===== src/rtl/approach_sequencer.sv =====
// Requester side of the runway allocator: queues arriving aircraft and negotiates
// each head entry through a req_en pulse whose falling edge triggers the allocator.
module approach_sequencer #(
    parameter int PTR_W     = 2,
    parameter int RETRY_GAP = 4
) (
    input  logic             clk,
    input  logic             rst_n,
    input  logic             arr_valid,
    input  logic [1:0]       arr_type,
    output logic             arr_ready,
    output logic [1:0]       req_type,
    output logic             req_en,
    input  logic [3:0]       grant_code,
    output logic             land_a,
    output logic             land_b,
    output logic [1:0]       land_type,
    output logic             bad_code,
    output logic [7:0]       hold_count,
    output logic [PTR_W:0]   queue_count
);
    localparam int DEPTH = 2 ** PTR_W;
    localparam int GAP_W = (RETRY_GAP > 1) ? $clog2(RETRY_GAP) : 1;
    localparam logic [GAP_W-1:0] GAP_LOAD = GAP_W'(RETRY_GAP - 1);
    localparam logic [PTR_W:0] FULL_COUNT = (PTR_W + 1)'(DEPTH);
    localparam logic [3:0] CODE_A    = 4'b1010;
    localparam logic [3:0] CODE_B    = 4'b1011;
    localparam logic [3:0] CODE_HOLD = 4'b1101;

    typedef enum logic [1:0] {
        IDLE,
        ASSERT,
        RELEASE,
        HOLD
    } state_t;

    state_t           state_q, state_d;
    logic [1:0]       fifo_q [DEPTH];
    logic [1:0]       fifo_d [DEPTH];
    logic [PTR_W:0]   wr_ptr_q, wr_ptr_d;
    logic [PTR_W:0]   rd_ptr_q, rd_ptr_d;
    logic [GAP_W-1:0] gap_q, gap_d;
    logic             req_en_q, req_en_d;
    logic [1:0]       req_type_q, req_type_d;
    logic             land_a_q, land_a_d;
    logic             land_b_q, land_b_d;
    logic [1:0]       land_type_q, land_type_d;
    logic             bad_code_q, bad_code_d;
    logic [7:0]       hold_count_q, hold_count_d;
    logic             push, pop;
    logic [1:0]       head;

    // Pointers carry one extra bit so full and empty are distinguishable.
    assign queue_count = wr_ptr_q - rd_ptr_q;
    assign arr_ready   = (queue_count != FULL_COUNT);
    assign head        = fifo_q[rd_ptr_q[PTR_W-1:0]];
    assign push        = arr_valid && arr_ready;

    always_comb begin
        state_d      = state_q;
        gap_d        = gap_q;
        req_en_d     = 1'b0;
        req_type_d   = req_type_q;
        land_a_d     = 1'b0;
        land_b_d     = 1'b0;
        land_type_d  = land_type_q;
        bad_code_d   = 1'b0;
        hold_count_d = hold_count_q;
        pop          = 1'b0;

        case (state_q)
            IDLE: begin
                if (queue_count != '0) begin
                    state_d    = ASSERT;
                    req_en_d   = 1'b1;
                    req_type_d = head;
                end
            end
            ASSERT: begin
                state_d = RELEASE;
            end
            RELEASE: begin
                // The allocator has settled by now; its answer decides the head's fate.
                case (grant_code)
                    CODE_A: begin
                        pop         = 1'b1;
                        land_a_d    = 1'b1;
                        land_type_d = head;
                        state_d     = IDLE;
                    end
                    CODE_B: begin
                        pop         = 1'b1;
                        land_b_d    = 1'b1;
                        land_type_d = head;
                        state_d     = IDLE;
                    end
                    CODE_HOLD: begin
                        if (hold_count_q != 8'hFF) begin
                            hold_count_d = hold_count_q + 8'd1;
                        end
                        gap_d   = GAP_LOAD;
                        state_d = HOLD;
                    end
                    default: begin
                        bad_code_d = 1'b1;
                        gap_d      = GAP_LOAD;
                        state_d    = HOLD;
                    end
                endcase
            end
            HOLD: begin
                if (gap_q == '0) begin
                    state_d    = ASSERT;
                    req_en_d   = 1'b1;
                    req_type_d = head;
                end else begin
                    gap_d = gap_q - 1'b1;
                end
            end
            default: begin
                state_d = IDLE;
            end
        endcase

        fifo_d = fifo_q;
        if (push) begin
            fifo_d[wr_ptr_q[PTR_W-1:0]] = arr_type;
        end
        wr_ptr_d = wr_ptr_q + {{PTR_W{1'b0}}, push};
        rd_ptr_d = rd_ptr_q + {{PTR_W{1'b0}}, pop};
    end

    always_ff @(posedge clk or negedge rst_n) begin
        if (!rst_n) begin
            state_q      <= IDLE;
            fifo_q       <= '{default: 2'b00};
            wr_ptr_q     <= '0;
            rd_ptr_q     <= '0;
            gap_q        <= '0;
            req_en_q     <= 1'b0;
            req_type_q   <= 2'b00;
            land_a_q     <= 1'b0;
            land_b_q     <= 1'b0;
            land_type_q  <= 2'b00;
            bad_code_q   <= 1'b0;
            hold_count_q <= 8'd0;
        end else begin
            state_q      <= state_d;
            fifo_q       <= fifo_d;
            wr_ptr_q     <= wr_ptr_d;
            rd_ptr_q     <= rd_ptr_d;
            gap_q        <= gap_d;
            req_en_q     <= req_en_d;
            req_type_q   <= req_type_d;
            land_a_q     <= land_a_d;
            land_b_q     <= land_b_d;
            land_type_q  <= land_type_d;
            bad_code_q   <= bad_code_d;
            hold_count_q <= hold_count_d;
        end
    end

    assign req_en     = req_en_q;
    assign req_type   = req_type_q;
    assign land_a     = land_a_q;
    assign land_b     = land_b_q;
    assign land_type  = land_type_q;
    assign bad_code   = bad_code_q;
    assign hold_count = hold_count_q;

endmodule


===== config.mk =====
export PLATFORM = sky130hd
export DESIGN_NAME = approach_sequencer
export DESIGN_NICKNAME = d
export VERILOG_FILES = /design/src/rtl/approach_sequencer.sv
export SDC_FILE = /design/constraint.sdc
export NUM_CORES = 1
export LEC_CHECK = 0
export BUFFER_PORTS_ARGS = -buffer_cell sky130_fd_sc_hd__buf_2
export CORE_MARGIN = 1
export CORE_UTILIZATION = 35
export CTS_CLUSTER_DIAMETER = 40
export DETAILED_ROUTE_END_ITERATION = 12
export HOLD_SLACK_MARGIN = 0.08
export PLACE_DENSITY = 0.58
export SETUP_SLACK_MARGIN = 0.1
export SLEW_MARGIN = 25
export SYNTH_ARGS = -nofsm -noshare
export SYNTH_HDL_FRONTEND = slang
export SYNTH_SLANG_ARGS = --single-unit

===== constraint.sdc =====
create_clock -name clk -period 3.2 [get_ports clk]
set_clock_uncertainty 0.1 [all_clocks]
set_input_delay 0.64 -clock clk [delete_from_list [all_inputs] [get_ports clk]]
set_output_delay 0.64 -clock clk [all_outputs]
set_load 0.02 [all_outputs]

==> summary.md, run 1 <==
| Metric | Value |
|---|---|
| DP Worst Slack | `612 ps` |
| Synth cell types | `35` |
| Simple logic cell fraction of the synthesized area | `0.137` |
| Post-route minimum period | `2790 ps` |
| Internal power | `1.19 mW` |
| Startpoint Class | `flip-flop` |
| Status | `complete, no violations` |
| Post-CTS Hold Fix Bufs | `0` |
| Post-CTS Setup Repair Bufs | `0` |
| Resized Gates After CTS | `0` |
| Seq cells post-synth | `34` |
| Most numerous cell in the Yosys netlist | `dfrtp_1` |
| Multi-input logic area | `783 um2` |
| Yosys top cell by area | `dfrtp_1` |
| Setup crit end kind | `output pin` |
| RSZ-0062 raised after global routing | `no` |
| Setup TNS | `0 ps` |
| Final ANT Viol Nets | `0` |
| Pleak | `1.04 nW` |
| Wire per inst | `14.3 um` |
| CP max-delay cell | `dfrtp_1` |
| Synth top area cells | `dfrtp_1 50%, mux2_2 8.6%, ha_1 8.1%, nand2_1 3.8%, inv_1 2.9%` |
| Layout Area Growth over Synthesis | `17.9%` |
| CP peak stage delay | `420 ps` |
| Post-synth top area share | `0.502` |
| Clock Tree Buf Depth | `2` |
| CP arrival | `2050 ps` |
| Nets@finish | `198` |
| Pwr dens | `959 nW/um2` |
| Share of cells above drive strength 1 | `0.315` |
| Die height | `71.6 um` |
| Synth warnings | `0` |
| Final Max Tran Viols | `0` |
| Final period util | `0.872` |
| Critical path's top delay family | `adder cells` |
| Crit path max fanout | `6` |
| Fmax | `358 MHz` |
| Final Setup Violations | `0` |
| DP HPWL | `2470 um` |
| Clock Root Buffer | `clkbuf_8` |
| NetSw | `0.725 mW` |
| CP cell instances | `inv_1 -> ha_1 -> fa_1 -> xor3_2 -> and3_4 -> inv_1 -> buf_2` |
| Num ports | `29` |
| Clock power frac | `0.192` |
| Sum of buffers and inverters on the critical path | `3` |
| HP Class | `input port to async pin` |
| Total Power | `1.92 mW` |
| Total GRT Usage | `0.145` |
| Drt pass-1 iters | `4` |
| Die X | `71.6 um` |
| Critical Path RT | `2460 ps` |
| Die Area | `5120 um2` |
| Switching Fraction | `0.379` |
| CTS Sinks | `34` |
| CTS Buf Count | `5` |
| Worst relative slew slack | `0.494` |
| Initial cell density of the core | `0.376` |
| XOR/XNOR Fraction of Synth Area | `0.0406` |
| Mux contribution to synthesized area | `0.137` |
| Initial antenna violation count | `0` |
| Final hold vios | `0` |
| RePlAce Congestion | `0.705` |
| Post-synthesis sequential area ratio | `0.502` |
| Clk_lat worst skew | `280 ps` |
| Crit path kind | `flip-flop to output pin` |
| Mapped Area | `1690 um2` |
| Fillers | `435` |
| Reg power frac | `0.364` |
| Most frequent CP cell | `inv_1` |
| Synth Area in Compound Gates | `0.0547` |
| Gr ovfl total | `0` |
| Utilization of the core after routing | `0.444` |
| Slew @ Worst Pin | `758 ps` |
| Rows | `24` |
| Maximum VDD drop | `0.000439 V` |
| Adder and majority cell fraction of the synthesized area | `0.0931` |
| Main synth FF type | `dfrtp_1` |
| Mapped Avg Cell Area | `11.8 um2` |
| Main combinational cell family by area after synthesis | `simple AND/OR/NAND/NOR gates` |
| H-tree depth | `2` |
| Clk pin slew, worst setup/hold paths | `70 ps` |
| # diodes | `0` |
| Final WS setup | `410 ps` |
| Port bufs | `28` |
| Gate power share | `0.445` |
| Core Region | `4500 um2` |
| Routed vias | `1156` |
| Detailed Route WL | `3290 um` |
| Initial DRC Count | `42` |
| Vias in the first global route | `1235` |
| Drt via density | `5.03` |
| EDFF count, synth | `0` |
| Post-synth net total | `164` |
| Largest net degree at the start of global routing | `35` |
| Cells after Synth | `143` |
| DRC | `0` |
| FF/Latch Area | `851 um2` |
| First-pass GRT wire length | `5690 um` |
| Post-synth ARST share | `1.00` |
| Max Cap Viol | `0` |
| Top post-synthesis cells by count | `34 x dfrtp_1, 17 x nand2_1, 13 x inv_1, 13 x mux2_2, 11 x ha_1` |
| CTS tree | `done` |
==> metrics by stage <==
stage	cells	cell area, um2	hold slack [ps]
2_1_floorplan	143	1690	244
3_3_place_gp	222	1890	373
3_5_place_dp	222	1890	370
4_1_cts	230	2000	350
5_1_grt	230	2000	387
6_report	230	2000	323
==> final cells by class <==
class                           count  area share
Sequential cell                    34       0.426
Tap cell                           52      0.0326
Multi-Input combinational cell     95       0.392
Inverter                           13      0.0244
Timing Repair Buffer               28      0.0701
Clock buffer                        8      0.0551
==> layout by cell type (no fill, tap or decap), drive strengths merged <==
cell and instances:
o22a 1, fa 1, nand4b 2, xor2 3, a21boi 1, and3 3, nand2 17, buf 28
nor2b 1, a21oi 3, nand4 2, and2 1, dfrtp 34, inv 13, o22ai 1, or4b 1
nand3b 2, nand3 2, mux2 15, a21o 1, nand2b 2, mux2i 1, xnor2 2, mux4 2
o21ai 5, nor2 6, ha 11, o21a 1, and4 1, clkbuf 8, o31ai 1, xor3 1
nor3 4, o211ai 1
==> kinds of logic after synthesis <==
logic type / count (synthesis)
compound gates: 15
xor+xnor: 6
fa+ha+maj: 12
buf+inv: 14
flops: 34
mux: 18
simple gates: 44
==> worst reg2reg max path, delay by kind of cell, from the launching register on <==
kind / cells / cell delay [ps]
flops: 1 / 420
simple gates: 2 / 740
xor+xnor: 1 / 280
buf+inv: 1 / 70
fa+ha+maj: 2 / 580
mux: 1 / 310
==> metal layers <==
metal | GRT usage | vias to the layer above | wire length [um] | part of all wire
met5 | 0 | - | 0 | 0
met4 | 0.0523 | 0 | 41 | 0.012
met1 | 0.161 | 559 | 1440 | 0.44
met3 | 0.0380 | 7 | 144 | 0.044
met2 | 0.266 | 28 | 1660 | 0.51
li1 | - | 562 | - | -
==> power by group through the flow <==
stage | registers [mW] | clock network (mW) | logic [mW]
floorplan | 0.723 | 0 | 0.614
global placement | 0.697 | 0 | 0.825
detailed placement | 0.706 | 0 | 0.856
CTS | 0.699 | 0.380 | 0.861
global route | 0.719 | 0.397 | 0.940
finish | 0.697 | 0.367 | 0.852
==> registers in the layout, indices dropped and copies added, names as in the netlist <==
name,cells
bad_code,1
fifo_q,8
gap_q,2
hold_count,8
land_a,1
land_b,1
land_type,2
rd_ptr_q,3
req_en,1
req_type,2
state_q,2
wr_ptr_q,3
==> path summary, 6_finish.rpt <==
check,start,to,slack (ps),depth (start not counted)
hold reg to reg,rd_ptr_q[2]$_DFF_PN0_,rd_ptr_q[2]$_DFF_PN0_,370,1
setup / recovery,wr_ptr_q[0]$_DFF_PN0_,arr_ready,410,7
setup reg to reg,wr_ptr_q[0]$_DFF_PN0_,fifo_q[7]$_DFFE_PN0P_,600,7
hold / removal,rst_n,land_a$_DFF_PN0_,320,1
min in group clk,rd_ptr_q[2]$_DFF_PN0_,rd_ptr_q[2]$_DFF_PN0_,370,1
max in group asynchronous,rst_n,hold_count[7]$_DFFE_PN0P_,2190,1
Note: power is estimated with default switching activity, not from simulation.
==> run 2, diff against run 1 <==
--- a/config.mk
+++ b/config.mk
@@ -10,6 +10,7 @@
 export CORE_UTILIZATION = 35
 export CTS_CLUSTER_DIAMETER = 40
 export DETAILED_ROUTE_END_ITERATION = 12
+export GPL_TIMING_DRIVEN = 0
 export HOLD_SLACK_MARGIN = 0.08
 export PLACE_DENSITY = 0.58
 export SETUP_SLACK_MARGIN = 0.1
==> run 2 against run 1 <==
Setup slack got worse by 71 ps. Die area did not move. Highest routed layer unchanged. Total power increased by 6.6%. Register-to-register slack worse by 70 ps. Critical path depth is 1 higher. Routed wire length fell by 7.3%. Critical endpoint unchanged. Largest cell class unchanged. First-iteration DRC count decreased by 9.5%. Utilization grew 0.97 points.
==> summary.md, run 2 (same netlist as run 1, synthesis figures left out) <==
| Metric | Value |
|---|---|
| Pwr dens | `1000 nW/um2` |
| Setup TNS | `0 ps` |
| Layout Area Growth over Synthesis | `20.5%` |
| CP arrival | `2120 ps` |
| Pleak | `1.06 nW` |
| Critical Path RT | `2460 ps` |
| Clock Root Buffer | `clkbuf_8` |
| Vias in the first global route | `1177` |
| Final hold vios | `0` |
| # diodes | `0` |
| Crit path max fanout | `6` |
| Gr ovfl total | `0` |
| Core Region | `4500 um2` |
| Met2 usage | `0.234` |
| RSZ-0062 raised after global routing | `no` |
| DRC | `0` |
| Most common cell after layout, fill and taps aside | `dfrtp_1` |
| Initial cell density of the core | `0.376` |
| Initial DRC Count | `38` |
| Fillers | `436` |
| Resized Gates After CTS | `0` |
| Final WS setup | `339 ps` |
| Clk pin slew, worst setup/hold paths | `70 ps` |
| Initial antenna violation count | `0` |
| Post-route minimum period | `2860 ps` |
| Clock Tree Buf Depth | `2` |
| Die X | `71.6 um` |
| Met3 usage | `0.0478` |
| First-pass GRT wire length | `5220 um` |
| Nets@finish | `199` |
| Port bufs | `28` |
| CTS tree | `done` |
| Startpoint Class | `flip-flop` |
| Num ports | `29` |
| DP Worst Slack | `534 ps` |
| Final period util | `0.894` |
| Die Area | `5120 um2` |
| H-tree depth | `2` |
| Final Setup Violations | `0` |
| Wire per inst | `13.2 um` |
| Global Route met1 Usage | `0.150` |
| Fmax | `349 MHz` |
| Worst relative slew slack | `0.499` |
| Multi-input logic area | `783 um2` |
| FF/Latch Area | `851 um2` |
| GR peak layer | `met2` |
| Total GRT Usage | `0.135` |
| DP HPWL | `2250 um` |
| DP Area | `1900 um2` |
| Drt via density | `5.03` |
| Post-CTS Setup Repair Bufs | `0` |
| Most frequent cells in the layout | `34 x dfrtp_1, 28 x buf_2, 17 x nand2_1` |
| Die height | `71.6 um` |
| Status | `complete, no violations` |
| Max Cap Viol | `0` |
| Final Max Tran Viols | `0` |
| RePlAce Congestion | `0.721` |
| Final ANT Viol Nets | `0` |
| Crit path kind | `flip-flop to output pin` |
| Drt pass-1 iters | `3` |
| Maximum VDD drop | `0.000476 V` |
| Detailed Route WL | `3050 um` |
| CTS Buf Count | `5` |
| Routed vias | `1161` |
| Clk_lat worst skew | `280 ps` |
| Setup crit end kind | `output pin` |
| Slew @ Worst Pin | `751 ps` |
| Largest net degree at the start of global routing | `35` |
| CTS Sinks | `34` |
| Rows | `24` |
| Share of cells above drive strength 1 | `0.318` |
| Post-CTS Hold Fix Bufs | `0` |
| HP Class | `input port to async pin` |
| Post-Layout Inst Area | `2040 um2` |
[run 2: cell count changes in the layout (fill, tap and decap cells not counted), sizes merged]
cell,previous run,this run
bufinv,0,2
clkbuf,8,6
buf,28,29
[run 2: report_power, final]
| group | internal [mW] | total, mW | switching (mW) |
|---|---|---|---|
| sequential | 0.581 | 0.693 | 0.112 |
| combinational | 0.411 | 0.859 | 0.449 |
| clock | 0.332 | 0.490 | 0.158 |
[run 2: critical path, cell delays in order (launching register included)]
cell     delay [ps]
dfrtp_1         410
inv_1            60
ha_1            200
fa_1            370
xor3_2          280
and3_4          210
buf_6           120
inv_1            40
buf_2           150
[run 2: path summary, 6_finish.rpt]
check	start	to	slack, ps	cells past startpoint
max	wr_ptr_q[0]$_DFF_PN0_	arr_ready	340	8
min	rst_n	land_a$_DFF_PN0_	320	1
max reg2reg	wr_ptr_q[0]$_DFF_PN0_	fifo_q[6]$_DFFE_PN0P_	530	8
min reg2reg	rd_ptr_q[2]$_DFF_PN0_	rd_ptr_q[2]$_DFF_PN0_	370	1
max in group asynchronous	rst_n	fifo_q[4]$_DFFE_PN0P_	2200	1
min in group clk	rd_ptr_q[2]$_DFF_PN0_	rd_ptr_q[2]$_DFF_PN0_	370	1
[run 2: area by class of cell]
class,count,area share
timing repair buffer,28,0.0686
clock inverter,2,0.0294
multi-input combinational,95,0.384
buffer,1,0.00551
tap,52,0.0319
clock buffer,6,0.0404
inverter,13,0.0239
sequential,34,0.417
[run 2: through the flow]
step           power [mW]  hold WS [ps]  utilization  cells
2_1_floorplan        1.34           244            -    143
3_3_place_gp         1.54           360        0.422    223
3_5_place_dp         1.57           363        0.422    223
4_1_cts              2.07           344        0.453    231
5_1_grt              2.20           373        0.453    231
6_report             2.04           317        0.453    231
[run 2: layer usage]
layer | share of wire | wire length (um)
met5 | 0 | 0
met4 | 0.017 | 53
met3 | 0.054 | 163
met2 | 0.48 | 1460
met1 | 0.45 | 1370
